**src/rtl/seven_seg_scan_if.sv**
```systemverilog
// Display-side bundle for the seven-segment scan driver: CPU value/control in,
// shared segment bus and digit enables out.
interface seven_seg_scan_if #(
    parameter int unsigned DIGITS = 4
);
    logic                  load;
    logic [4*DIGITS-1:0]   value;
    logic                  lz_en;
    logic                  blank;
    logic [6:0]            seg_out;
    logic [DIGITS-1:0]     dig_en;
    logic                  frame_start;
    logic                  pending;

    modport master (
        output load, value, lz_en, blank,
        input  seg_out, dig_en, frame_start, pending
    );

    modport slave (
        input  load, value, lz_en, blank,
        output seg_out, dig_en, frame_start, pending
    );
endinterface

```
**src/rtl/seven_seg_scan_driver.sv**
```systemverilog
// Time-multiplexed common-anode seven-segment driver with frame-synchronous
// double buffering, leading-zero suppression, global blank and anti-ghost guard.
module seven_seg_scan_driver #(
    parameter int unsigned DIGITS  = 4,
    parameter int unsigned CLK_DIV = 50000
) (
    input  logic            clk,
    input  logic            reset,
    seven_seg_scan_if.slave bus
);
    localparam int unsigned DW    = 4 * DIGITS;
    localparam int unsigned DIV_W = $clog2(CLK_DIV);
    localparam int unsigned IDX_W = (DIGITS > 1) ? $clog2(DIGITS) : 1;

    logic [DIV_W-1:0]  div_q,     div_d;
    logic [IDX_W-1:0]  idx_q,     idx_d;
    logic [DW-1:0]     shadow_q,  shadow_d;
    logic [DW-1:0]     disp_q,    disp_d;
    logic              pending_q, pending_d;
    logic [6:0]        seg_q,     seg_d;
    logic [DIGITS-1:0] dig_q,     dig_d;
    logic              frame_q,   frame_d;

    logic              terminal_c;
    logic              wrap_c;
    logic [DIGITS-1:0] hi_zero_c;
    logic [3:0]        nib_c;
    logic              sup_c;

    function automatic logic [6:0] hex_to_seg(input logic [3:0] n);
        case (n)
            4'h0:    hex_to_seg = 7'b1000000;
            4'h1:    hex_to_seg = 7'b1111001;
            4'h2:    hex_to_seg = 7'b0100100;
            4'h3:    hex_to_seg = 7'b0110000;
            4'h4:    hex_to_seg = 7'b0011001;
            4'h5:    hex_to_seg = 7'b0010010;
            4'h6:    hex_to_seg = 7'b0000010;
            4'h7:    hex_to_seg = 7'b1111000;
            4'h8:    hex_to_seg = 7'b0000000;
            4'h9:    hex_to_seg = 7'b0010000;
            4'hA:    hex_to_seg = 7'b0001000;
            4'hB:    hex_to_seg = 7'b0000011;
            4'hC:    hex_to_seg = 7'b1000110;
            4'hD:    hex_to_seg = 7'b0100001;
            4'hE:    hex_to_seg = 7'b0000110;
            default: hex_to_seg = 7'b0001110;
        endcase
    endfunction

    assign terminal_c = (div_q == DIV_W'(CLK_DIV - 1));
    assign wrap_c     = terminal_c && (idx_q == IDX_W'(DIGITS - 1));

    // Scan counters and frame-synchronous shadow -> display transfer
    always_comb begin
        div_d     = div_q + DIV_W'(1);
        idx_d     = idx_q;
        shadow_d  = shadow_q;
        disp_d    = disp_q;
        pending_d = pending_q;
        frame_d   = wrap_c;

        if (terminal_c) begin
            div_d = '0;
            idx_d = (idx_q == IDX_W'(DIGITS - 1)) ? '0 : idx_q + IDX_W'(1);
        end

        if (bus.load) begin
            shadow_d = bus.value;
            if (wrap_c) begin
                disp_d    = bus.value;
                pending_d = 1'b0;
            end else begin
                pending_d = 1'b1;
            end
        end else if (wrap_c && pending_q) begin
            disp_d    = shadow_q;
            pending_d = 1'b0;
        end
    end

    // Current digit nibble and whether it falls in the leading-zero run
    always_comb begin
        logic run_zero;
        run_zero  = 1'b1;
        hi_zero_c = '0;
        nib_c     = 4'h0;
        sup_c     = 1'b0;
        for (int i = int'(DIGITS) - 1; i >= 0; i--) begin
            run_zero     = run_zero & (disp_q[4*i +: 4] == 4'h0);
            hi_zero_c[i] = run_zero;
        end
        for (int i = 0; i < int'(DIGITS); i++) begin
            if (idx_q == IDX_W'(i)) begin
                nib_c = disp_q[4*i +: 4];
                sup_c = bus.lz_en && (i != 0) && hi_zero_c[i];
            end
        end
    end

    // Segment/enable drive; the terminal cycle is always dark to stop ghosting
    always_comb begin
        seg_d = hex_to_seg(nib_c);
        dig_d = ~(DIGITS'(1) << idx_q);
        if (terminal_c || bus.blank || sup_c) begin
            seg_d = 7'b1111111;
            dig_d = '1;
        end
    end

    always_ff @(posedge clk or posedge reset) begin
        if (reset) begin
            div_q     <= '0;
            idx_q     <= '0;
            shadow_q  <= '0;
            disp_q    <= '0;
            pending_q <= 1'b0;
            seg_q     <= 7'b1111111;
            dig_q     <= '1;
            frame_q   <= 1'b0;
        end else begin
            div_q     <= div_d;
            idx_q     <= idx_d;
            shadow_q  <= shadow_d;
            disp_q    <= disp_d;
            pending_q <= pending_d;
            seg_q     <= seg_d;
            dig_q     <= dig_d;
            frame_q   <= frame_d;
        end
    end

    assign bus.seg_out     = seg_q;
    assign bus.dig_en      = dig_q;
    assign bus.frame_start = frame_q;
    assign bus.pending     = pending_q;

endmodule

```
**src/flat_wrapper.sv**
```systemverilog
// flat-port wrapper written by rule: the top's interface ports become plain ports
module seven_seg_scan_driver_flat 
#(
    parameter int unsigned DIGITS  = 4,
    parameter int unsigned CLK_DIV = 50000
)
  (clk, reset, bus_load, bus_value, bus_lz_en, bus_blank, bus_seg_out, bus_dig_en, bus_frame_start, bus_pending);
  seven_seg_scan_if #(.DIGITS(DIGITS)) bus_i ();
  input  logic clk;
  input  logic reset;
  input wire logic [$bits(bus_i.load)-1:0] bus_load;
  input wire logic [$bits(bus_i.value)-1:0] bus_value;
  input wire logic [$bits(bus_i.lz_en)-1:0] bus_lz_en;
  input wire logic [$bits(bus_i.blank)-1:0] bus_blank;
  output wire logic [$bits(bus_i.seg_out)-1:0] bus_seg_out;
  output wire logic [$bits(bus_i.dig_en)-1:0] bus_dig_en;
  output wire logic [$bits(bus_i.frame_start)-1:0] bus_frame_start;
  output wire logic [$bits(bus_i.pending)-1:0] bus_pending;
  assign bus_i.load = bus_load;
  assign bus_i.value = bus_value;
  assign bus_i.lz_en = bus_lz_en;
  assign bus_i.blank = bus_blank;
  assign bus_seg_out = bus_i.seg_out;
  assign bus_dig_en = bus_i.dig_en;
  assign bus_frame_start = bus_i.frame_start;
  assign bus_pending = bus_i.pending;
  seven_seg_scan_driver #(.DIGITS(DIGITS), .CLK_DIV(CLK_DIV)) u_core (.clk(clk), .reset(reset), .bus(bus_i));
endmodule
```
**config.mk**
```make
export PLATFORM = sky130hd
export DESIGN_NAME = seven_seg_scan_driver_flat
export DESIGN_NICKNAME = d
export VERILOG_FILES = /design/src/rtl/seven_seg_scan_if.sv /design/src/rtl/seven_seg_scan_driver.sv /design/src/flat_wrapper.sv
export SDC_FILE = /design/constraint.sdc
export NUM_CORES = 1
export LEC_CHECK = 0
export CAP_MARGIN = 15
export CORE_ASPECT_RATIO = 1.25
export CORE_UTILIZATION = 37
export DETAILED_ROUTE_END_ITERATION = 8
export GPL_TIMING_DRIVEN = 0
export MAX_ROUTING_LAYER = met4
export SLEW_MARGIN = 30
export SYNTH_ARGS = -nofsm -noshare
export SYNTH_HDL_FRONTEND = slang
export SYNTH_SLANG_ARGS = --single-unit
```
**constraint.sdc**
```tcl
create_clock -name clk -period 5.1 [get_ports clk]
set_input_delay 1.02 -clock clk [delete_from_list [all_inputs] [get_ports clk]]
set_output_delay 1.02 -clock clk [all_outputs]
set_load 0.01 [all_outputs]
```
After elaboration in Yosys (flattened, before gate mapping)
Memory sizes are Yosys's and may differ from the RTL's.
Index checks and enable logic that the tools add are counted.
{ "word_totals": {"memories": 1, "register_bits": 63, "out_inout_bits": 13, "wordCells": 50, "romBits": 112} }
{ "memory_table": {"columns": ["name", "words", "word_bits", "read_ports", "rd_ports_with_merged_regs", "write_ports", "line_no", "text"], "rows": [
  ["(name not given)", 16, 7, 1, 0, 0, "seven_seg_scan_driver.sv:31", "case (n)"]
]} }
{ "op_classes": {"muxes": 17, "bitwise": 3, "eq_ne": 5, "addsub": 2, "n_reduce_logical": 13, "n_shift": 1} }
{ "op_table": {"columns": ["cell", "count"], "rows": [
  ["16-bit 2-to-1 mux", 4],
  ["4-bit 2-to-1 mux", 5],
  ["16-bit by 1-bit adder with 16-bit output, second input constant", 1],
  ["16-bit == test, second input constant", 1],
  ["4-bit zero test", 3],
  ["7-bit 2-to-1 mux", 1],
  ["1-bit 2-to-1 mux", 6],
  ["1-bit logical AND", 5],
  ["2-bit == test, second input constant", 2],
  ["4-bit inverter", 1],
  ["1-bit by 2-bit << shifter with 4-bit output, first input constant", 1],
  ["2-bit by 1-bit adder with 2-bit output, second input constant", 1],
  ["1-bit AND", 2],
  ["2-bit by 1-bit == test with 1-bit output, second input constant", 1],
  ["2-bit zero test", 1],
  ["1-bit logical OR", 2],
  ["2-bit 2-to-1 mux", 1],
  ["2-bit by 1-bit inequality test with 1-bit output, second input constant", 1],
  ["2-bit AND reduction", 1],
  ["2-bit nonzero test", 1]
]} }

Logic depth before layout (Yosys ltp)
Gate-level depths: netlist of the first run.
{ "logic_depth": {"depth_word": 9, "depth_mapped": 11, "ltp_nobuf": 10} }

Worst setup path after synthesis of the first run
Ideal clock, no wire load.
{ "synth_timing": {"path_type": "input port to flip-flop", "from": "input port bus_load", "to": "register u_core.disp_q[0]", "arrival_ns": 2.391, "setup_slack_ns": 2.584, "setup_time_ns": 0.125, "path_buffers": 2, "cell_stages": 5, "path_cell_list": "clkbuf_1 -> nor2_1 -> nor4b_4 -> buf_6 -> mux2_2"} }
{ "synth_via": {"elab_chain_cells": 2, "elab_cells_between_ends": 4, "cone_classes": "1 x eq/ne; 1 x mux; 2 x reduce/logical"} }
{ "synth_lines": {"columns": ["item", "line_no", "text"], "rows": [
  ["start, declared", "flat_wrapper.sv:11", "input wire logic [$bits(bus_i.load)-1:0] bus_load;"],
  ["2-bit by 1-bit inequality test with 1-bit output (no source line) / 2-bit nonzero test (equally long branches)", null, null],
  ["2-bit AND reduction (no source line)", null, null],
  ["end signal, assigned", "seven_seg_scan_driver.sv:125", "disp_q <= disp_d;"],
  ["end, declared", "seven_seg_scan_driver.sv:18", "logic [DW-1:0] disp_q, disp_d;"]
]} }
Several ways; a longest one is shown, not always the timed one.
A chain may end at the register's enable or synchronous reset.

Worst setup path after layout of the first run
{ "layout_timing": {"from": "register u_core.idx_q[0]", "to": "register u_core.seg_q[3], in the netlist u_core.bus.seg_out[3]"} }
{ "layout_via": {"elab_chain_cells": 7, "elab_cells_between_ends": 14, "cone_classes": "3 x eq/ne; 8 x mux; 2 x reduce/logical; 1 x memory"} }
{ "layout_lines": {"columns": ["item", "line_no", "text"], "rows": [
  ["start, declared", "seven_seg_scan_driver.sv:16", "logic [IDX_W-1:0] idx_q, idx_d;"],
  ["start signal, assigned", "seven_seg_scan_driver.sv:123", "idx_q <= idx_d;"],
  ["2-bit zero test", "seven_seg_scan_driver.sv:94", "if (idx_q == IDX_W'(i)) begin"],
  ["4-bit 2-to-1 mux (4 in a row)", "seven_seg_scan_driver.sv:94", null],
  ["memory 16 x 7 bit", null, null],
  ["7-bit 2-to-1 mux *", "seven_seg_scan_driver.sv:105", "if (terminal_c || bus.blank || sup_c) begin"],
  ["named net u_core.seg_d[3]", "seven_seg_scan_driver.sv:20", "logic [6:0] seg_q, seg_d;"],
  ["end signal, assigned", "seven_seg_scan_driver.sv:127", "seg_q <= seg_d;"],
  ["end, declared", "seven_seg_scan_driver.sv:20", null]
]} }
Mark *: on every way through the listed nets, which the timed path passes. The rest lies on a longest branch.

==> flow_results.org, run 1 <==
** Outcome
- Status :: complete, no violations

** Run
- Number of maximum-capacitance violations :: 0

** Worst setup path
- R2r startpoint :: u_core.idx_q[0]$_DFFE_PP0N_
- STA classifies the critical path startpoint as a register.
- Type of the worst setup path :: register to register
- In this run the worst path has a maximum fanout of 10.
- Worst path max stage delay :: 0.73 ns
- The endpoint identified for the worst register-to-register timing path is u_core.bus.seg_out[3]$_DFF_PP1_.
- On the critical path the largest part of the delay comes from compound AO/OA/AOI/OAI gates.
- In this run the worst setup path terminates at u_core.bus.seg_out[3]$_DFF_PP1_.
- For the worst setup path, the data arrival time is 3.41 ns.
- The critical path crosses 10 cells after its start point.
- The slowest stage of the critical path is the sky130_fd_sc_hd__a211oi_1 cell.
- Timing startpoint of the critical path :: u_core.idx_q[0]$_DFFE_PP0N_
- CP Cell Sequence :: ha_1 -> clkbuf_1 -> clkbuf_1 -> a211oi_1 -> a211oi_1 -> inv_1 -> ha_1 -> mux2_2 -> nor2_1 -> o21ai_0
- The number of buffers and inverters on the critical path is 3.
- Worst EP required :: 5.34 ns
- Across all register-to-register paths, the minimum setup slack is 1.93 ns.
- The worst setup path is captured at a register.
- For the worst flop-to-flop path, the logic depth is 10.

** Logic synthesis
- Synthesis inferred 63 register bits.
- Summed over all instances, the cell type with the most area after synthesis is sky130_fd_sc_hd__dfrtp_1.
- Of the total synthesized cell area, the portion taken by XOR and XNOR cells is 4.204%.
- Yosys warning count :: 0
- The average instance in the mapped netlist occupies 11.81 sq um.
- Most instantiated cells after synthesis :: sky130_fd_sc_hd__dfrtp_1 (52), sky130_fd_sc_hd__mux2_2 (33), sky130_fd_sc_hd__nor2_1 (23)
- Adder and majority cell fraction of the synthesized area :: 4.719%
- Synth unique cells :: 35
- Share of synthesized registers carrying an async set or reset :: 100.0%
- Synth area leaders :: sky130_fd_sc_hd__dfrtp_1 (45%), sky130_fd_sc_hd__mux2_2 (13%), sky130_fd_sc_hd__dfstp_2 (9.9%), sky130_fd_sc_hd__ha_1 (4.7%), sky130_fd_sc_hd__nor2_1 (3.0%)
- After synthesis, the share of cell area in mux cells is 13.43%.
- Post-synth top area share :: 44.62%
- Cell area after synthesis :: 0.002917 sq mm
- Of the total synthesized cell area, the portion taken by AND, OR, NAND and NOR gates is 14.97%.
- Number of synthesized flops with an enable pin :: 0
- Share of the yosys chip area belonging to registers :: 54.53%
- Fraction of the mapped netlist area in compound gates :: 5.448%
- Number of instances in the synthesized netlist :: 247
- Combinational family with the most area after synthesis :: simple AND/OR/NAND/NOR gates
- The most common cell in the synthesized netlist is sky130_fd_sc_hd__dfrtp_1.
- Synth Flop Type :: sky130_fd_sc_hd__dfrtp_1
- Mapped Nets :: 279

** Global route
- The initial antenna violation count is 0.
- All-layer global routing usage :: 15.28%
- Remaining global-route overflow :: 0
- The via count of the first global-routing pass is 2,011.
- Entering global routing, the biggest net connects 37 pins.
- The first global-routing pass estimated 9135 um of wire.

** Detailed routing
- Via total after detailed routing :: 1,909
- Routed WL per cell :: 13.31 um
- Number of nets with antenna violations after detailed routing :: 0
- After the first detailed-routing iteration, the DRC count stood at 81.
- Routed via count divided by cell count :: 4.920
- Summed over all layers, the routed wires come to 5164 um.
- After detailed routing, the number of remaining DRC violations is 0.
- The first detailed-routing pass took 4 iterations.

** Layout
- Footprint of the flip-flops and latches :: 0.001590 sq mm
- Combined area of the multi-input logic cells :: 0.001247 sq mm
- Of the cells placed in the final design, the portion with a size suffix greater than 1 is 22.30%.
- Compared with the post-synthesis result, the final layout area differs by 21.36%.
- Filler cells :: 698
- 0 antenna diodes ended up in the layout.
- In the final design database the tool counted 323 nets.

** Placed design
- During placement, the flow inserted port buffers numbering 32.
- Routability cong. :: 0.8262
- Once detailed placement completed, the half-perimeter wirelength came to 3773 um.

** Die
- Initial core utilization :: 38.95%
- The die covers 0.008244 sq mm.
- Core region area :: 0.007488 sq mm
- Number of I/O pins :: 34
- The initialized floorplan defines 35 standard-cell rows.
- Floorplan die width :: 81.41 um
- In this run the vertical extent of the chip is 101.3 um.

** Power
- Summed over all cells, the static leakage comes to 1.546 nW.
- For this design the ratio of total power to cell area is 265.2 mW/mm^2.
- Total power for the finished layout comes to 0.0009389 W.
- Peak ir drop on the vdd network :: 0.1130 mV

** Clock tree
- The H-tree was split into 3 levels.
- Max Root-Sink Buffers :: 2
- Post-CTS repair changed the size of 0 cells.
- Clock-pin slew was measured on the worst setup and hold paths at 0.07 ns.
- TritonCTS built the clock tree.
- The cell sitting at the root of the clock tree is a sky130_fd_sc_hd__clkbuf_8.
- Skew-Pair Late Insertion Delay :: 0.34 ns
- Counting the buffers created by CTS gives 9.
- The clock net in this run drives a total of 63 sinks.
- Post-CTS timing repair inserted 0 buffers for setup.
- Hold repair after CTS inserted 0 buffers.

** STA
- For the final routed database, the setup TNS stands at 0 ns.
- The number of pins with negative max-slew slack in the final report was 0.
- Time the final worst path needs with I/O delays and setup :: 3.169 ns
- Unrepaired setup endpoints after global routing :: no
- Based on the critical path, the design can be clocked at up to 0.3156 GHz.
- Final setup vio count :: 0
- Clk_skew :: 0.008828 ns
- Measured slew at the worst slew-check pin :: 0.8250 ns
- Period Utilization, post-route :: 62.13%
- In this run the tightest slew margin relative to its limit is 44.66%.
- Number of hold violations in the final report :: 0

** Hold path
- Hold/Removal Path Class :: register to register
-- sequential cells by signal, summed over array words and instances (netlist names) --
name / flops
u_core.disp_q: 16
u_core.div_q: 16
u_core.shadow_q: 16
u_core.bus.seg_out: 7
u_core.bus.dig_en: 4
u_core.idx_q: 2
u_core.bus.frame_start: 1
u_core.bus.pending: 1
-- worst min path at each step --
stage / depth (start not counted) / start / endpoint / slack [ns]
5_1_grt: 1 / u_core.shadow_q[1]$_DFFE_PP0P_ / u_core.shadow_q[1]$_DFFE_PP0P_ / 0.51
3_3_place_gp: 1 / u_core.shadow_q[0]$_DFFE_PP0P_ / u_core.shadow_q[0]$_DFFE_PP0P_ / 0.48
6_report: 1 / u_core.shadow_q[1]$_DFFE_PP0P_ / u_core.shadow_q[1]$_DFFE_PP0P_ / 0.50
3_5_place_dp: 1 / u_core.shadow_q[1]$_DFFE_PP0P_ / u_core.shadow_q[1]$_DFFE_PP0P_ / 0.48
4_1_cts: 1 / u_core.shadow_q[1]$_DFFE_PP0P_ / u_core.shadow_q[1]$_DFFE_PP0P_ / 0.50
2_1_floorplan: 1 / u_core.div_q[0]$_DFF_PP0_ / u_core.div_q[0]$_DFF_PP0_ / 0.45
-- worst reg2reg max path, stage by stage (launching register included) --
cell and delay, ns:
sky130_fd_sc_hd__dfrtp_1 0.39, sky130_fd_sc_hd__ha_1 0.16, sky130_fd_sc_hd__clkbuf_1 0.27, sky130_fd_sc_hd__clkbuf_1 0.39, sky130_fd_sc_hd__a211oi_1 0.09, sky130_fd_sc_hd__a211oi_1 0.73, sky130_fd_sc_hd__inv_1 0.20, sky130_fd_sc_hd__ha_1 0.32
sky130_fd_sc_hd__mux2_2 0.30, sky130_fd_sc_hd__nor2_1 0.12, sky130_fd_sc_hd__o21ai_0 0.10
-- through the flow --
step                      util, %  hold slack, ns  cell area (sq um)  cells  setup WS, ns
after floorplan                 -          0.4533               2917    247         2.528
after global placement      44.76          0.4784               3352    371         1.412
after detailed placement    45.06          0.4830               3374    372         1.967
after CTS                   47.27          0.4991               3540    388         1.890
after global routing        47.27          0.5103               3540    388         1.673
final                       47.27          0.4962               3540    388         1.931
-- kinds of logic (layout without fill, tap and decap cells) --
kind of cell	count (synthesis)	in the layout
compound gates	22	22
xor+xnor	14	14
fa+ha+maj	11	11
buf+inv	19	68
flops	63	63
mux	35	35
simple gates	83	83
-- area by class of cell --
cell class | instances | share of cell area, %
sequential | 63 | 44.93
clock buffer | 10 | 3.606
clock inverter | 6 | 1.060
multi-input combinational | 165 | 35.24
timing repair buffer | 33 | 9.615
inverter | 8 | 0.9191
tap | 92 | 3.252
buffer | 11 | 1.379
-- per-layer routing --
metal,track usage (%),routed length (um)
met2,23.65,2449
met1,18.41,2403
met5,-,0
met3,4.324,199
met4,6.593,112
-- layout by cell type (no fill, tap or decap), types with 5 or more instances in the layout --
cell type,n
sky130_fd_sc_hd__dfrtp_1,52
sky130_fd_sc_hd__mux2_2,33
sky130_fd_sc_hd__clkdlybuf4s50_1,32
sky130_fd_sc_hd__nor2_1,23
sky130_fd_sc_hd__nand2_1,16
sky130_fd_sc_hd__nand3_1,11
sky130_fd_sc_hd__ha_1,11
sky130_fd_sc_hd__dfstp_2,11
sky130_fd_sc_hd__clkbuf_1,10
sky130_fd_sc_hd__clkbuf_8,9
sky130_fd_sc_hd__inv_1,7
sky130_fd_sc_hd__xnor2_1,7
sky130_fd_sc_hd__xor2_1,7
sky130_fd_sc_hd__a211oi_1,7
sky130_fd_sc_hd__nor4_1,5
sky130_fd_sc_hd__nor3_1,5
sky130_fd_sc_hd__nor2b_1,5
-- report_power, final --
part	switching (W)	internal [W]	leakage (nW)	total (W)
sequential	0.00000351	0.000517	0.786	0.000521
combinational	0.0000246	0.0000320	0.681	0.0000566
clock	0.000188	0.000173	0.0781	0.000362
No activity file was read; power rests on OpenSTA's default activity.
==> run 2: changes to the inputs <==
==> constraint.sdc (replaced) <==
create_clock -name clk -period 3.2 [get_ports clk]
set_input_delay 0.64 -clock clk [delete_from_list [all_inputs] [get_ports clk]]
set_output_delay 0.64 -clock clk [all_outputs]
set_load 0.01 [all_outputs]
==> flow_results.org, run 2 (same netlist as run 1, synthesis figures left out) <==
** Power
- The switching power was 0.0003467 W (+60%).
- Sequential fraction of design power :: 55.4% (about the same)
- Switching part of the total power :: 23.15% (+0.085 points)
- Peak ir drop on the vdd network :: 0.1806 mV (+60%)
- The total leakage power came to 1.548 nW (+0.14%).
- The part of the total power dissipated in the clock network is 38.6% (about the same).
- The cell-internal power is 0.001151 W (+59%).
- Power density over cell area :: 422.6 mW/mm^2 (+59%)
- The fraction of power consumed by combinational cells is 6.0% (about the same).

** Global route
- All-layer global routing usage :: 15.26% (-0.020 points)
- Number of global-route vias before repair :: 2,008 (-0.15%)
- Number of antenna violations at the first check in global routing :: 0 (unchanged)
- The total congestion overflow came to 0 (unchanged).
- Wire length of the first global-routing pass :: 9121 um (-0.15%)
- Maximum number of pins on one net before global-route repair :: 37 (unchanged)

** STA
- The final clock skew is 0.008375 ns (-0.0004531 ns).
- The final count of hold timing violations was 0 (unchanged).
- The number of failing setup endpoints in the final timing report was 0 (unchanged).
- The fmax is 0.3482 GHz (+10%).
- The clock period minus worst slack was 2.872 ns (-0.2971 ns).
- Max transition margin :: 66.22% (+22 points)
- Unrepaired setup endpoints after global routing :: no
- The worst path setup slack after routing is 0.3283 ns (-1.603 ns).
- Slew Viols, Final :: 0 (unchanged)
- The share of the clock period used by the worst path is 89.74% (+28 points).
- The actual transition at the worst max-transition pin is 0.5066 ns (-0.3184 ns).

** Outcome
- The run finished with clean final reports.

** Clock tree
- The H-tree depth reported by CTS is 3 (unchanged).
- Number of buffers created by CTS :: 9 (unchanged)
- The maximum number of buffers from clock root to sink came to 2 (unchanged).
- The CTS clock-pin slew for the worst setup and hold paths is 0.07 ns (about the same).
- Sink Count :: 63 (unchanged)
- TritonCTS clock tree :: built
- The later-pin clock latency in the skew report came to 0.34 ns (about the same).
- Clock tree root buffer cell :: sky130_fd_sc_hd__clkbuf_8
- The number of buffers inserted by hold repair at cts was 0 (unchanged).

** Placed design
- Routability cong. :: 0.8262 (unchanged)
- The number of placed cells counting well taps is 372 (unchanged).
- Placement Setup Slack :: 0.06713 ns (-1.900 ns)
- Half-perimeter wire length after placement :: 3773 um (unchanged)
- The number of I/O port buffers is 32 (unchanged).
- The instance area at placement was 0.003374 sq mm (unchanged).

** Worst setup path
- STA classifies the critical path startpoint as a register.
- The required time reported for the critical path endpoint came to 3.45 ns (-1.89 ns).
- Endpoint arrival time on the critical path :: 3.12 ns (-0.29 ns)
- The critical path is of the register to register type.
- The worst setup path is captured at a register.
- Largest fanout of any net on the critical path :: 10 (unchanged)

** Hold path
- Hold/Removal Path Class :: register to register

** Layout
- The post-route non-filler standard cell count came to 388 (unchanged).
- The antenna diode instance count came to 0 (unchanged).
- Registers with the most flip-flops :: u_core.disp_q x16, u_core.div_q x16, u_core.shadow_q x16
- Most used cells in the layout excluding fill and tap cells :: sky130_fd_sc_hd__dfrtp_1 (52), sky130_fd_sc_hd__mux2_2 (33), sky130_fd_sc_hd__clkdlybuf4s50_1 (32)
- Layout overhead on the synthesized area :: 21.54%
- Leaving out fill and tap cells, the most frequent cell in the layout is sky130_fd_sc_hd__dfrtp_1.
- Final design area excluding fillers :: 0.003545 sq mm (+0.14%)
- Share of cells above drive strength 1 :: 22.64% (+0.34 points)
- Layout net count :: 323 (unchanged)
- Filler cells :: 698 (unchanged)

** Die
- The area enclosed by the die boundary was 0.008244 sq mm (unchanged).
- Initial core utilization :: 38.95% (unchanged)
- The die outline width was 81.41 um (unchanged).
- The die height is 101.3 um (unchanged).
- The number of core rows was 35 (unchanged).
- The number of top-level pins was 34 (unchanged).
- Core region area :: 0.007488 sq mm (unchanged)

** Detailed routing
- Via total after detailed routing :: 1,933 (+1.3%)
- Detailed Route Iter0 Violations :: 92 (+14%)
- The average wire length per cell after detail routing was 13.32 um (about the same).
- The total iterations of the first detailed-routing run is 4 (unchanged).
- Number of nets with antenna violations after detailed routing :: 0 (unchanged)
- The post-detailed-route DRC marker count was 0 (unchanged).
- The average via count per standard cell came to 4.982 (+1.3%).
- The wire length after detailed routing is 5167 um (about the same).

** Run
- The number of maximum-capacitance violations is 0 (unchanged).
==> run 2: worst paths after layout <==
check                                               start                         endpoint  slack [ns]  cells past startpoint
setup / recovery              u_core.idx_q[0]$_DFFE_PP0N_  u_core.bus.seg_out[3]$_DFF_PP1_        0.33                     10
hold / removal             u_core.shadow_q[1]$_DFFE_PP0P_   u_core.shadow_q[1]$_DFFE_PP0P_        0.50                      1
setup reg to reg              u_core.idx_q[0]$_DFFE_PP0N_  u_core.bus.seg_out[3]$_DFF_PP1_        0.33                     10
hold reg to reg            u_core.shadow_q[1]$_DFFE_PP0P_   u_core.shadow_q[1]$_DFFE_PP0P_        0.50                      1
max in group asynchronous                           reset  u_core.bus.seg_out[6]$_DFF_PP1_        2.03                      3
min in group asynchronous                           reset     u_core.disp_q[6]$_DFFE_PP0P_        0.62                      2
==> run 2: cell type report <==
class	count	area [sq um]	area share (%)
plain buffers	11	48.80	1.377
clock buffers	10	127.6	3.600
inverters	8	32.53	0.9178
flip-flops and latches	63	1590	44.86
clock inverters	6	37.54	1.059
repair buffers	33	340.3	9.601
multi-input cells	165	1252	35.33
well taps	92	115.1	3.247
==> run 2: through the flow <==
step / total power (W) / setup TNS, ns / hold WS [ns] / utilization, %
2_1_floorplan: 0.0008891 / 0 / 0.4533 / -
3_3_place_gp: 0.0009323 / -5.496 / 0.4784 / 44.76
3_5_place_dp: 0.0009385 / 0 / 0.4830 / 45.06
4_1_cts: 0.001520 / 0 / 0.4991 / 47.34
5_1_grt: 0.001567 / 0 / 0.5103 / 47.34
6_report: 0.001498 / 0 / 0.4963 / 47.34
==> run 2: layer usage <==
metal  track usage [%]  share of wire, %
met1             18.36                47
met2             23.65                47
met3             4.324               3.6
met4             6.593               2.2
met5                 -                 0
==> run 2: power by group through the flow <==
stage	Sequential (W)	Clock, W	Combinational (W)
3_5_place_dp	0.000845	0	0.0000936
5_1_grt	0.000832	0.000634	0.000102
6_report	0.000830	0.000578	0.0000903
2_1_floorplan	0.000846	0	0.0000434
4_1_cts	0.000830	0.000596	0.0000937
3_3_place_gp	0.000844	0	0.0000886
==> run 2: what timing repair did <==
item                       4_1_cts  5_1_grt
setup buffers                    0        0
gates resized for setup          1        0
setup endpoints to repair        1        0
==> run 2: worst max-delay path: stages (launching register included) <==
cell and delay, ns:
sky130_fd_sc_hd__dfrtp_1 0.39, sky130_fd_sc_hd__ha_1 0.16, sky130_fd_sc_hd__clkbuf_1 0.27, sky130_fd_sc_hd__clkbuf_1 0.38
sky130_fd_sc_hd__a211oi_1 0.10, sky130_fd_sc_hd__a211oi_2 0.49, sky130_fd_sc_hd__inv_1 0.16, sky130_fd_sc_hd__ha_1 0.30
sky130_fd_sc_hd__mux2_2 0.29, sky130_fd_sc_hd__nor2_1 0.11, sky130_fd_sc_hd__o21ai_0 0.10
==> run 3: changes to the inputs <==
--- a/config.mk
+++ b/config.mk
@@ -7,10 +7,11 @@
 export LEC_CHECK = 0
 export CAP_MARGIN = 15
 export CORE_ASPECT_RATIO = 1.25
-export CORE_UTILIZATION = 37
+export CORE_UTILIZATION = 45
 export DETAILED_ROUTE_END_ITERATION = 8
 export GPL_TIMING_DRIVEN = 0
 export MAX_ROUTING_LAYER = met4
+export PLACE_DENSITY = 0.66
 export SLEW_MARGIN = 30
 export SYNTH_ARGS = -nofsm -noshare
 export SYNTH_HDL_FRONTEND = slang
==> flow_results.org, run 3 (same netlist as run 1, synthesis figures left out) <==
** Outcome
- The run finished with clean final reports.

** Placed design
- Routability cong. :: 0.8725 (+5.6%)
- The instance area at placement came to 0.003366 sq mm (-0.26%).
- Count of buffers inserted at the top-level ports :: 32 (unchanged)
- Half-perimeter wire length after placement :: 3739 um (-0.90%)
- Placed cell count :: 365 (-1.9%)

** STA
- The actual transition at the worst max-transition pin was 0.6000 ns (+0.09341 ns).
- The minimum hold slack was 0.4961 ns (-0.0001300 ns).
- The clock period minus worst slack was 2.829 ns (-0.04268 ns).
- The final clock skew came to 0.008509 ns (+0.0001336 ns).
- Setup repair after global routing left no endpoint under its margin.
- The fmax is 0.3535 GHz (+1.5%).
- Final setup vio count :: 0 (unchanged)
- The share of the clock period used by the worst path came to 88.41% (-1.3 points).
- The final count of hold timing violations came to 0 (unchanged).
- Slew Viols, Final :: 0 (unchanged)
- Max transition margin :: 60.00% (-6.2 points)
- The final sum of negative setup slack came to 0 ns (unchanged).

** Die
- The area of the core region came to 0.006206 sq mm (-17%).
- Number of I/O pins :: 34 (unchanged)
- The number of core rows is 32 (-8.6%).
- The area enclosed by the die boundary was 0.006809 sq mm (-17%).
- Initial core utilization :: 47.00% (+8.0 points)
- Die height :: 92.01 um (-9.1%)
- The die outline width came to 74.01 um (-9.1%).

** Worst setup path
- STA classifies the critical path endpoint as a register.
- Endpoint arrival time on the critical path :: 3.04 ns (-0.08 ns)
- Cell family with the largest share of critical-path delay :: compound AO/OA/AOI/OAI gates
- The required time reported for the critical path endpoint is 3.41 ns (-0.04 ns).
- The worst setup path is of the register to register kind.
- Buffers and inverters on the worst path :: 3 (unchanged)
- The biggest cell delay along the critical path is 0.47 ns (-0.02 ns).
- Largest fanout of any net on the critical path :: 10 (unchanged)
- Slowest cell on the critical path :: sky130_fd_sc_hd__a211oi_2
- The critical path goes through ha_1 -> clkbuf_1 -> clkbuf_1 -> a211oi_1 -> a211oi_2 -> inv_1 -> ha_1 -> o311ai_0.
- Crit start category :: register

** Clock tree
- The total CTS buffers was 9 (unchanged).
- The number of resized instances in the post-cts repair step is 0 (-1).
- The number of clock sinks is 63 (unchanged).
- The CTS clock-pin slew for the worst setup and hold paths is 0.07 ns (about the same).
- Cts hold-fix bufs :: 0 (unchanged)
- TritonCTS clock tree :: built
- Max Root-Sink Buffers :: 2 (unchanged)
- The root buffer cell chosen for the clock tree is sky130_fd_sc_hd__clkbuf_8.
- H-tree lvl count :: 3 (unchanged)
- The later-pin clock latency in the skew report was 0.35 ns (about the same).
- Number of post-CTS setup repair buffers :: 0 (unchanged)

** Layout
- The antenna diode instance count was 0 (unchanged).
- The area growth from synthesis to layout is 23.17%.
- Most used cells in the layout excluding fill and tap cells :: sky130_fd_sc_hd__dfrtp_1 (52), sky130_fd_sc_hd__mux2_2 (33), sky130_fd_sc_hd__clkdlybuf4s50_1 (32)
- The post-route non-filler standard cell count came to 381 (-1.8%).
- Registers with the most flip-flops :: u_core.disp_q x16, u_core.div_q x16, u_core.shadow_q x16
- The fraction of final layout cells with drive strength greater than 1 is 22.97% (+0.34 points).
- Most frequent standard cell in the layout excluding fill and tap cells :: sky130_fd_sc_hd__dfrtp_1
- Layout net count :: 323 (unchanged)
- Final design area excluding fillers :: 0.003592 sq mm (+1.3%)

** Power
- Fraction of power consumed by combinational cells :: 5.4% (-0.6 points)
- The areal power density over the cells was 470.1 mW/mm^2 (+11%).
- The part of the total power dissipated in the clock network was 45.5% (+6.9 points).
- Internal power of the cells :: 0.001332 W (+16%)
- The overall power of the completed layout is 0.001689 W (+13%).
- Sequential fraction of design power :: 49.1% (-6.3 points)
- Switching power summed over all nets :: 0.0003568 W (+2.9%)
- Peak ir drop on the vdd network :: 0.3185 mV (+76%)
- Switching part of the total power :: 21.13% (-2.0 points)
- Pleak :: 1.586 nW (+2.5%)

** Detailed routing
- Routed length on met1 :: 2347 um (-3.1%)
- Via total after detailed routing :: 1,975 (+2.2%)
- The post-detailed-route DRC marker count came to 0 (unchanged).
- The length of routed met3 wiring was 213 um (+15%).
- The violation count after the first detailed-routing iteration came to 109 (+18%).
- The number of nets with antenna violations after routing came to 0 (unchanged).
- Highest signal layer in the routed design :: met4
- First drt pass iteration count :: 4 (unchanged)
- Routed via count divided by cell count :: 5.184 (+4.0%)
- The average wire length per cell after detail routing was 13.93 um (+4.6%).
- Total wirelength of the detailed-routed design :: 5306 um (+2.7%)
- Metal2 WL :: 2626 um (+7.3%)

** Global route
- Maximum number of pins on one net before global-route repair :: 40 (+8.1%)
- Remaining global-route overflow :: 0 (unchanged)
- The global-route wire length before repair came to 8942 um (-2.0%).
- All-layer global routing usage :: 18.62% (+3.4 points)
- Number of global-route vias before repair :: 1,895 (-5.6%)
- The initial antenna violation count came to 0 (unchanged).

** Run
- Number of maximum-capacitance violations :: 0 (unchanged)

** Hold path
- Hold/Removal Path Class :: register to register
==> run 3: changes by cell type in the layout (fill, tap and decap cells not counted), sizes merged <==
cell / before / now
clkinvlp: 3 / 0
bufinv: 0 / 2
clkinv: 3 / 4
==> run 3: power groups by stage <==
stage	sequential [W]	combinational (W)	clock, W
2_1_floorplan	0.000846	0.0000434	0
3_3_place_gp	0.000843	0.0000893	0
3_5_place_dp	0.000844	0.0000940	0
4_1_cts	0.000829	0.0000942	0.000784
5_1_grt	0.000832	0.000102	0.000812
6_report	0.000829	0.0000916	0.000768
==> run 3: cell type report <==
type / instances / area (sq um)
Clock inverter: 6 / 83.83
Clock buffer: 10 / 137.6
Inverter: 8 / 32.53
Multi-Input combinational cell: 165 / 1252
Tap cell: 85 / 106.4
Sequential cell: 63 / 1590
Timing Repair Buffer: 33 / 340.3
Buffer: 11 / 48.80
Fill cell: 550 / 2614
==> run 3: path summary, 6_finish.rpt <==
check | startpoint | to | slack (ns) | depth (start not counted)
worst max-delay path | u_core.idx_q[0]$_DFFE_PP0N_ | u_core.bus.seg_out[2]$_DFF_PP1_ | 0.37 | 8
worst min-delay path | u_core.shadow_q[15]$_DFFE_PP0P_ | u_core.shadow_q[15]$_DFFE_PP0P_ | 0.50 | 1
worst max register to register | u_core.idx_q[0]$_DFFE_PP0N_ | u_core.bus.seg_out[2]$_DFF_PP1_ | 0.37 | 8
worst min register to register | u_core.shadow_q[15]$_DFFE_PP0P_ | u_core.shadow_q[15]$_DFFE_PP0P_ | 0.50 | 1
max in group asynchronous | reset | u_core.div_q[15]$_DFF_PP0_ | 2.10 | 3
min in group asynchronous | reset | u_core.shadow_q[4]$_DFFE_PP0P_ | 0.60 | 2
==> run 3: metal layers <==
metal / track usage (%) / vias up
met5: - / -
li1: - / 944
met3: 4.835 / 10
met4: 10.10 / 0
met1: 21.19 / 980
met2: 29.47 / 41
==> run 3: stage by stage <==
step                utilization [%]  setup WS (ns)
global route                  57.88        0.09986
floorplan                         -         0.6859
detailed placement            54.23        0.09332
CTS                           57.80        0.05045
finish                        57.88         0.3710
global placement              53.87       -0.04064
==> patch 1 (settings of run 2) <==
`CLK_DIV` is set to 50000 in 2 places; all go to 100000.
--- a/src/rtl/seven_seg_scan_driver.sv
+++ b/src/rtl/seven_seg_scan_driver.sv
@@ -4,3 +4,3 @@
     parameter int unsigned DIGITS  = 4,
-    parameter int unsigned CLK_DIV = 50000
+    parameter int unsigned CLK_DIV = 100000
 ) (
--- a/src/flat_wrapper.sv
+++ b/src/flat_wrapper.sv
@@ -4,3 +4,3 @@
     parameter int unsigned DIGITS  = 4,
-    parameter int unsigned CLK_DIV = 50000
+    parameter int unsigned CLK_DIV = 100000
 )
Check against the original RTL: no difference found for any inputs over 10 cycles, from zero or initial values and one cycle with reset high; that may be too few to reach the edited logic, so the function may still have changed.
==> patch 1 against run 2 <==
  * Count of clock-buffer cells in the layout decreased by 1
  * Area after synthesis increased by 2.7%
  * Setup slack improved by 0.20 ns
  * Total power increased by 1.2%
  * Sequential cell count increased by 1
  * Largest power group unchanged
  * Cell area increased by 2.2%
  * Worst hold slack improved by 0.0032 ns
  * Wire length increased by 6.3%
==> patch 1: results <==
metrics = {
    "placed_design": {
        "dpl.cell_count": 377,
        "place_worst_setup_slack_ns": 0.3113,
        "gp_congestion": 0.7491,
    },
    "yosys": {
        "synthAdderAreaFrac": 0.04595,
        "netlist_top_cells_count": "dfrtp_1 (53), nand2_1 (23), mux2_2 (22)",
        "seq_area_frac_synth": 0.5393,
        "synthMuxAreaShare": 0.1429,
        "synth_nets": 281,
        "synth-xor-area-share": 0.04094,
        "ys_top_cells_by_area": "dfrtp_1 (44%), dfstp_2 (9.6%), mux2_2 (8.3%), mux2_4 (5.0%), ha_1 (4.6%)",
        "synthCells": 249,
        "synth_compound_area_frac": 0.05221,
    },
    "global_route": {
        "grtUsageMet3": 0.03894,
        "track_usage": 0.1576,
        "grt_pass1_wl_um": 9453,
        "gr-usage-met1": 0.1960,
        "grt_max_degree": 43,
    },
    "cells_and_area": {
        "fillers": 766,
        "n_all_inverters": 9,
        "seqCellArea_um2": 1615,
        "clock_area_frac": 0.04454,
        "drive_above_1_share": 0.2290,
        "finalNetCount": 325,
    },
    "pwr": {
        "p_leak_nw": 1.662,
    },
    "timing": {
        "skew_ns": 0.01102,
        "maxSlewHeadroom": 0.5943,
    },
    "worst_setup_path": {
        "reg2reg_depth": 7,
        "crit_family": "compound AO/OA/AOI/OAI gates",
    },
    "status": {
        "status": "finished, final reports clean",
    },
    "detailed_routing": {
        "drt_iter0_drc": 87,
    },
    "clock_network": {
        "cts-resized-gates": 0,
    },
}
patch 1: changes by cell type after synthesis, sizes merged, moves of 2 or more:
cell	change
nand2	+7
a211o	-2
nand3	-2
clkbuf	-2
a311o	+2
nor2	-4
a211oi	-4
patch 1: stage by stage:
stage          area [µm²]  setup TNS (ns)
3_3_place_gp         3435          -7.865
5_1_grt              3623               0
6_report             3623               0
4_1_cts              3618               0
3_5_place_dp         3457               0
2_1_floorplan        2995               0
patch 1: final timing paths:
| check | start | endpoint | slack (ns) |
|---|---|---|---|
| min reg2reg | u_core.shadow_q[11]$_DFFE_PP0P_ | u_core.shadow_q[11]$_DFFE_PP0P_ | 0.50 |
| max | u_core.idx_q[0]$_DFFE_PP0N_ | u_core.bus.seg_out[2]$_DFF_PP1_ | 0.53 |
| min | u_core.shadow_q[11]$_DFFE_PP0P_ | u_core.shadow_q[11]$_DFFE_PP0P_ | 0.50 |
| max reg2reg | u_core.idx_q[0]$_DFFE_PP0N_ | u_core.bus.seg_out[2]$_DFF_PP1_ | 0.53 |
| min in group asynchronous | reset | u_core.shadow_q[7]$_DFFE_PP0P_ | 0.60 |
| max in group asynchronous | reset | u_core.disp_q[12]$_DFFE_PP0P_ | 2.09 |
patch 1: metal layers:
layer  routed length (µm)  share of wire  up-vias
met1                 2562           0.47      950
met3                  151          0.028        9
li1                     -              -      953
met2                 2688           0.49       32
met5                    0              0        -
met4                   87          0.016        0
patch 1: cell families after synthesis:
group,count (synthesis)
compound gates,21
xor+xnor,14
fa+ha+maj,11
buf+inv,18
flops,64
mux,35
simple gates,86
patch 1: where the power goes:
part	total [W]	switching, W	internal [W]
Clock	0.000581	0.000308	0.000273
Sequential	0.000842	0.00000555	0.000837
Combinational	0.0000923	0.0000408	0.0000516
==> patch 2 (flow settings as in run 2) <==
Made on the original files. Reset style: synchronous (`reset`), changed in one clocked block.
--- a/src/rtl/seven_seg_scan_driver.sv
+++ b/src/rtl/seven_seg_scan_driver.sv
@@ -110,3 +110,3 @@
 
-    always_ff @(posedge clk or posedge reset) begin
+    always_ff @(posedge clk) begin
         if (reset) begin
Behaviour: differs if reset is asserted again (counterexample within 4 cycles, from zero or initial values and one cycle with reset high); with reset held inactive, the same outputs for 10 cycles.
==> patch 2 against run 2 <==
  * Total power is 4.2% higher
  * Fmax is 1.4% higher
  * Wire length is 3.5% higher
  * Clock skew is 0.0015 ns higher
  * Sequential cell count stayed put
  * Critical endpoint is now u_core.bus.seg_out[5]$_SDFF_PP1_
  * Area after synthesis is 3.4% lower
  * Setup slack better by 0.039 ns
  * Cell area is 2.5% lower
  * Highest routed layer unchanged
==> patch 2: results <==
metrics = {
    "yosys": {
        "async_flop_share": 0,
        "synth_nets": 317,
        "synth_cell_types": 41,
        "netlist_top_cells_count": "dfxtp_1 (63), nor2_1 (43), nand2_1 (20)",
        "seq_area_frac_synth": 0.4478,
        "synthCells": 285,
        "ys_top_cells_by_area": "dfxtp_1 (45%), mux2i_1 (6.8%), a211oi_2 (6.2%), nor2_1 (5.7%), ha_1 (4.9%)",
    },
    "clock_network": {
        "clk_pin_slew_worst_paths_ns": 0.07,
        "insertion_delay_ns": 0.34,
        "numCtsBuffers": 9,
        "cts_max_level": 3,
        "cts-resized-gates": 0,
        "clock_path_buffers": 2,
        "cts_root_buffer": "clkbuf_8",
        "postCtsSetupRepairBufs": 0,
    },
    "cells_and_area": {
        "drive_above_1_share": 0.1682,
        "finalNetCount": 360,
        "fillers": 746,
        "multi_input_area_um2": 1430,
        "antennaDiodeCount": 0,
    },
    "pwr": {
        "p_sw_w": 0.0003414,
        "sequentialPower_w": 0.000812,
        "ir_worst_vdd_mv": 0.2216,
        "p_leak_nw": 1.263,
        "powerComb_w": 0.0000964,
        "seqPwrFrac": 0.520,
    },
    "placed_design": {
        "postPlaceCellArea_um2": 3252,
        "hpwl_um": 3811,
        "place_worst_setup_slack_ns": 0.1507,
        "port-buffer-count": 32,
        "dpl.cell_count": 409,
        "gp_congestion": 0.7976,
    },
    "timing": {
        "worst_pin_slew_ns": 0.7024,
        "skew_ns": 0.009837,
    },
    "detailed_routing": {
        "vias": 2041,
        "wl_met1_um": 2580,
        "avgRoutedWirePerCell_um": 12.59,
        "drt_iter0_drc": 86,
        "routed-wl-met2_um": 2477,
        "top_layer_used": "met4",
        "drt-pass1-iter-count": 4,
        "met3_length_um": 180,
        "wl_um": 5349,
        "drtAntennaViolNets": 0,
    },
    "worst_setup_path": {
        "worst-path-max-fanout": 10,
        "cp.arrival_ns": 3.02,
    },
    "global_route": {
        "antenna_found_initial": 0,
        "grt_max_degree": 11,
        "grt_pass1_wl_um": 9273,
        "track_usage": 0.1579,
    },
    "status": {
        "status": "finished, final reports clean",
    },
    "worst_hold_path": {
        "worstHoldPathType": "flip-flop to flip-flop",
    },
}
patch 2: cells by family after synthesis:
family / count (synthesis) / synth area share
compound gates: 36 / 0.1195
xor+xnor: 13 / 0.04043
buf+inv: 24 / 0.04798
flops: 63 / 0.4478
fa+ha+maj: 11 / 0.04887
mux: 22 / 0.07952
simple gates: 116 / 0.2159
patch 2: metal layers:
layer	vias to the layer above	GRT usage
met1	923	0.1904
li1	1066	-
met5	-	-
met2	42	0.2400
met4	0	0.08654
met3	10	0.03853
patch 2: critical path, cell delays in order, from the launching register on:
cell	delay, ns
dfxtp_1	0.41
ha_1	0.17
clkbuf_1	0.25
clkbuf_1	0.39
a211oi_1	0.12
a211oi_2	0.44
inv_1	0.15
ha_1	0.30
mux2_2	0.28
nand2_1	0.06
o311ai_0	0.11
patch 2: layout make-up:
type / instances / share of cell area
clock buffers: 14 / 0.05284
repair buffers: 32 / 0.09265
multi-input cells: 198 / 0.4137
clock inverters: 2 / 0.003619
plain buffers: 18 / 0.03257
well taps: 92 / 0.03330
flip-flops and latches: 63 / 0.3648
inverters: 6 / 0.006515
patch 2: worst paths after layout:
| check | from | endpoint | slack, ns | cells past startpoint |
|---|---|---|---|---|
| worst max-delay path | u_core.idx_q[0]$_SDFFE_PP0P_ | u_core.bus.seg_out[5]$_SDFF_PP1_ | 0.37 | 10 |
| worst min-delay path | u_core.div_q[0]$_SDFF_PP0_ | u_core.div_q[0]$_SDFF_PP0_ | 0.45 | 1 |
| worst max register to register | u_core.idx_q[0]$_SDFFE_PP0P_ | u_core.bus.seg_out[5]$_SDFF_PP1_ | 0.37 | 10 |
| worst min register to register | u_core.div_q[0]$_SDFF_PP0_ | u_core.div_q[0]$_SDFF_PP0_ | 0.45 | 1 |
